==> src/rtl/cbc_encrypt.sv <==
// CBC-mode front end: XORs each plaintext block with the chaining value and
// drives one encrypt_iter core through its four-phase req/ack handshake.
`ifndef N_K
`define N_K 64
`endif
`ifndef N_B
`define N_B 64
`endif

module cbc_encrypt #(
    parameter int NK = `N_K,
    parameter int NB = `N_B
) (
    input  logic          clk,
    input  logic          rst,
    input  logic [NK-1:0] k,
    input  logic [NB-1:0] iv,
    input  logic          iv_ld,
    input  logic [NB-1:0] m,
    input  logic          m_valid,
    output logic          m_ready,
    output logic [NB-1:0] c,
    output logic          c_valid,
    input  logic          c_ready,
    output logic [31:0]   n_blk,
    output logic          core_req,
    input  logic          core_ack,
    output logic [NK-1:0] core_k,
    output logic [NB-1:0] core_m,
    input  logic [NB-1:0] core_c
);

    // state | meaning
    // IDLE  | waiting for a plaintext block or an IV load
    // REQ   | core_req high, waiting for core_ack
    // REL   | core_req released, waiting for core_ack to drop
    // OUT   | ciphertext presented, waiting for c_ready
    localparam logic [1:0] IDLE = 2'd0;
    localparam logic [1:0] REQ  = 2'd1;
    localparam logic [1:0] REL  = 2'd2;
    localparam logic [1:0] OUT  = 2'd3;

    logic [1:0]    state_q,    state_d;
    logic [NB-1:0] chain_q,    chain_d;
    logic [NB-1:0] c_q,        c_d;
    logic [NK-1:0] core_k_q,   core_k_d;
    logic [NB-1:0] core_m_q,   core_m_d;
    logic [31:0]   n_blk_q,    n_blk_d;
    logic          core_req_q, core_req_d;
    logic          c_valid_q,  c_valid_d;

    assign m_ready  = (state_q == IDLE) & ~iv_ld & rst;
    assign c        = c_q;
    assign c_valid  = c_valid_q;
    assign n_blk    = n_blk_q;
    assign core_req = core_req_q;
    assign core_k   = core_k_q;
    assign core_m   = core_m_q;

    always_comb begin
        state_d    = state_q;
        chain_d    = chain_q;
        c_d        = c_q;
        core_k_d   = core_k_q;
        core_m_d   = core_m_q;
        n_blk_d    = n_blk_q;
        core_req_d = core_req_q;
        c_valid_d  = c_valid_q;
        case (state_q)
            IDLE: begin
                // an IV load takes priority over a waiting plaintext block
                if (iv_ld) begin
                    chain_d = iv;
                    n_blk_d = '0;
                end else if (m_valid) begin
                    core_m_d   = m ^ chain_q;
                    core_k_d   = k;
                    core_req_d = 1'b1;
                    state_d    = REQ;
                end
            end
            REQ: begin
                if (core_ack) begin
                    chain_d    = core_c;
                    c_d        = core_c;
                    core_req_d = 1'b0;
                    state_d    = REL;
                end
            end
            REL: begin
                if (!core_ack) begin
                    c_valid_d = 1'b1;
                    state_d   = OUT;
                end
            end
            OUT: begin
                if (c_ready) begin
                    c_valid_d = 1'b0;
                    n_blk_d   = n_blk_q + 32'd1;
                    state_d   = IDLE;
                end
            end
            default: state_d = IDLE;
        endcase
    end

    always_ff @(posedge clk) begin
        if (!rst) begin
            state_q    <= IDLE;
            chain_q    <= '0;
            c_q        <= '0;
            core_k_q   <= '0;
            core_m_q   <= '0;
            n_blk_q    <= '0;
            core_req_q <= 1'b0;
            c_valid_q  <= 1'b0;
        end else begin
            state_q    <= state_d;
            chain_q    <= chain_d;
            c_q        <= c_d;
            core_k_q   <= core_k_d;
            core_m_q   <= core_m_d;
            n_blk_q    <= n_blk_d;
            core_req_q <= core_req_d;
            c_valid_q  <= c_valid_d;
        end
    end

endmodule
==> config.mk <==
export PLATFORM = sky130hd
export DESIGN_NAME = cbc_encrypt
export DESIGN_NICKNAME = d
export VERILOG_FILES = /design/src/rtl/cbc_encrypt.sv
export SDC_FILE = /design/constraint.sdc
export NUM_CORES = 1
export LEC_CHECK = 0
export CORE_AREA = 3 3 191 193
export DETAILED_ROUTE_END_ITERATION = 10
export DIE_AREA = 0 0 194 196
export HOLD_SLACK_MARGIN = 0.15
export PLACE_DENSITY = 0.7
export SLEW_MARGIN = 20
export SYNTH_ARGS = -nofsm -noshare
export SYNTH_HDL_FRONTEND = slang
export SYNTH_SLANG_ARGS = --single-unit
==> constraint.sdc <==
create_clock -name clk -period 1.8 [get_ports clk]
set_clock_uncertainty 0.05 [all_clocks]
set_input_delay 0.27 -clock clk [delete_from_list [all_inputs] [get_ports clk]]
set_output_delay 0.27 -clock clk [all_outputs]
set_load 0.02 [all_outputs]
==> results.sh <==
export IMPL_cpMostUsedCell="buf_12"
export IMPL_synth_top_area_share_pct=47.1
export IMPL_cts_sinks=292
export IMPL_wl_per_cell_um=19.9
export IMPL_end_kind="register"
export IMPL_syn_cell_area_um2=12400
export IMPL_synth_ff_type="dfxtp_1"
export IMPL_io_pin_count=489
export IMPL_maxSlewViolCount=0
export IMPL_ys_warn_count=0
export IMPL_setup_violations=70
export IMPL_critPathCapture="chain_q[6]$_SDFFE_PN0P_"
export IMPL_dieArea_um2=38000
export IMPL_grt_max_degree=89
export IMPL_arrival_ns=2.25
export IMPL_clk_pin_slew_ns=0.06
export IMPL_dr_total_vias=11700
export IMPL_synth_area_per_cell_um2=9.23
export IMPL_rrSetupSlack_ns=-0.12
export IMPL_place_congestion=0.848
export IMPL_synth_net_count=1610
export IMPL_grt_pass1_vias=11700
export IMPL_rsz0062_at_grt="yes"
export IMPL_path_cells="inv_4 -> ha_4 -> and2b_2 -> buf_12 -> nor3_4 -> buf_12 -> buf_16 -> clkbuf_16 -> nand2_2 -> o211a_1"
export IMPL_power_density_nw_per_um2=1310
export IMPL_yosysMostFrequentCell="nand2_1"
export IMPL_syn_instance_count=1343
export IMPL_critPathKind="register to register"
export IMPL_slowest_delay_ns=0.35
export IMPL_ys_types=41
export IMPL_drt_total_wl_mm=47.0
export IMPL_hold_viol_final=0
export IMPL_fin_area_um2=20700
export IMPL_clockBufferDepth=3
export IMPL_cp_start_kind="register"
export IMPL_die_y_um=196
export IMPL_async_flop_share_pct=0
export IMPL_num_rows=68
export IMPL_cp_startpoint="state_q[1]$_SDFFE_PN0P_"
export IMPL_gr_usage_all_layers_pct=22.3
export IMPL_antenna_left=0
export IMPL_h_tree_depth=2
export IMPL_synthToLayoutAreaGrowth_pct=66.8
export IMPL_ys_ff_latch=292
export IMPL_drv_cap=0
export IMPL_first_pass_iters=5
export IMPL_min_path_type="input port to register"
export IMPL_via_per_inst=4.94
export IMPL_setup_ws_ns=-0.118
export IMPL_postLayoutCoreUtil_pct=59.6
export IMPL_layout_nets=2151
export IMPL_timing_rr_end="chain_q[6]$_SDFFE_PN0P_"
export IMPL_violations="negative setup slack"
export IMPL_power_leakage_uw=0.0104
export IMPL_fmax_ghz=0.521
export IMPL_vdd_drop_max_v=0.000841
export IMPL_power_uw=27100
export IMPL_finalCriticalPeriod_ns=1.92
export IMPL_route_detailed_drc=0
export IMPL_yosys_area_top_type="dfxtp_1"
export IMPL_synth_area_leaders="dfxtp_1 (47%), nand2_1 (12%), o211a_1 (10%)"
export IMPL_critPathMaxFanout=7
export IMPL_grt_pass1_wl_mm=67.4
export IMPL_drive_above_1_share_pct=15.9
export IMPL_start_util_pct=35.7
export IMPL_dp_hpwl_mm=32.6
export IMPL_post_route_period_util_pct=107
export IMPL_slowest_stage="dfxtp_2"
export IMPL_crit_reg2reg_launch="state_q[1]$_SDFFE_PN0P_"
export IMPL_required_ns=2.13
export IMPL_outcome="finished, violations left"
export IMPL_clockRootBuffer="clkbuf_16"
export IMPL_synth_edf_count=0
export IMPL_die_w_um=194
export IMPL_portBuffers=488
export IMPL_antenna_found_initial=5
export IMPL_r2r_cells=10
export IMPL_yosysSeqAreaShare_pct=47.1
export IMPL_grt_overflow_total=0
export IMPL_ys_top_cells_by_count="nand2_1 (403), dfxtp_1 (292), o211a_1 (129), a21boi_0 (125), xnor2_1 (78)"
export IMPL_timing_slew_headroom_pct=71.7
export IMPL_worstHoldStart="rst"
export IMPL_placed_area_um2=18300
export IMPL_fin_hold_ws_ns=0.206
export IMPL_cts_tree="built"
export IMPL_core_um2=34700
export IMPL_cts_buffers=35
export IMPL_worst_pin_slew_ns=0.413
export IMPL_drt_iter0_drc=540
export IMPL_worstSkewPairLatency_ns=0.50
export IMPL_cts_hold_buf=0
[metrics by stage]
step                      setup TNS, ns  setup slack [ns]  instances
after floorplan                       0            0.0125       1343
after global placement           -24.40            -0.296       2271
after detailed placement         -25.06            -0.315       2271
after CTS                         -7.68            -0.133       2349
after global routing             -11.56            -0.173       2365
final                             -4.76            -0.118       2366
[sequential cells by signal, indices dropped and copies added (netlist names)]
name      flops
c_valid       1
c            64
core_m       64
n_blk        32
core_k       64
core_req      1
state_q       2
chain_q      64
[critical path, delay by kind of cell, from the launching register on]
| family | cells | cell delay [ns] |
|---|---|---|
| compound gates | 1 | 0.13 |
| fa+ha+maj | 1 | 0.17 |
| buf+inv | 5 | 0.67 |
| simple gates | 3 | 0.41 |
| flops | 1 | 0.35 |
[layer usage]
layer	wire length, µm	vias up	global-route usage (%)
met5	41	-	0
met4	1250	6	6.14
met3	4180	83	8.12
met2	23700	430	40.2
met1	17800	5531	24.8
li1	-	5640	-
[where the power goes]
part           internal (µW)  switching [µW]  leakage (µW)
Combinational           5800            5380       0.00745
Clock                   4300            2740      0.000580
Sequential              7910             940       0.00239
Total                  18000            9060        0.0104
[cell usage in the layout (no fill, tap or decap), types with 4 or more instances in the layout]
cell / Yosys / layout
nor4_4: 0 / 6
nand2_1: 403 / 337
o21ai_0: 6 / 4
nand2_2: 0 / 42
mux2i_1: 65 / 62
and3_1: 7 / 5
clkbuf_8: 0 / 10
buf_16: 0 / 7
clkinv_2: 0 / 6
xnor2_1: 78 / 78
buf_4: 6 / 64
nand3_1: 11 / 8
nor2_2: 5 / 6
o211a_1: 129 / 128
nand4_1: 10 / 10
clkbuf_16: 0 / 47
nand2_4: 0 / 24
and2_1: 8 / 7
nor2_1: 28 / 27
buf_12: 0 / 25
clkdlybuf4s50_1: 0 / 303
dlygate4sd2_1: 0 / 121
inv_1: 6 / 4
nor3_2: 0 / 6
xor2_1: 13 / 13
dfxtp_2: 0 / 4
and4_1: 5 / 5
clkbuf_1: 49 / 5
dfxtp_1: 292 / 288
a21boi_1: 5 / 10
dlymetal6s2s_1: 0 / 62
buf_8: 0 / 6
a21boi_0: 125 / 119
buf_6: 1 / 9
[cell type report]
class	count	area, µm²
fillers	2928	14000
multi-input cells	942	6590
repair buffers	607	6480
flip-flops and latches	292	5850
clock buffers	52	1080
well taps	455	569
clock inverters	9	77.6
inverters	6	25.0
diodes	3	7.51
[kinds of logic after synthesis]
logic type	Yosys count	share of synthesized area [%]
buffers and inverters	109	3.99
muxes	67	5.43
AOI/OAI and AO/OA	269	18.7
and+or+nand+nor	510	17.8
DFF	292	47.1
adders and majority gates	5	0.505
xor gates and xnor gates	91	6.43
[how the worst min path moves through the flow]
stage | end | slack [ns] | depth (start not counted)
global placement | core_k[19]$_SDFFE_PN0P_ | 0.39 | 2
global route | core_k[2]$_SDFFE_PN0P_ | 0.21 | 3
CTS | core_k[4]$_SDFFE_PN0P_ | 0.19 | 3
floorplan | core_k[19]$_SDFFE_PN0P_ | 0.35 | 2
finish | core_k[4]$_SDFFE_PN0P_ | 0.21 | 3
detailed placement | core_k[19]$_SDFFE_PN0P_ | 0.40 | 2
[timing repair]
item / CTS / global route
endpoints found under the setup margin: 219 / 222
hold endpoints to repair: 0 / 0
gates cloned: 9 / 12
gates resized for setup: 170 / 188
buffers inserted: 8 / 8
pin swaps: 12 / 19
(Power assumes the default switching activity.)
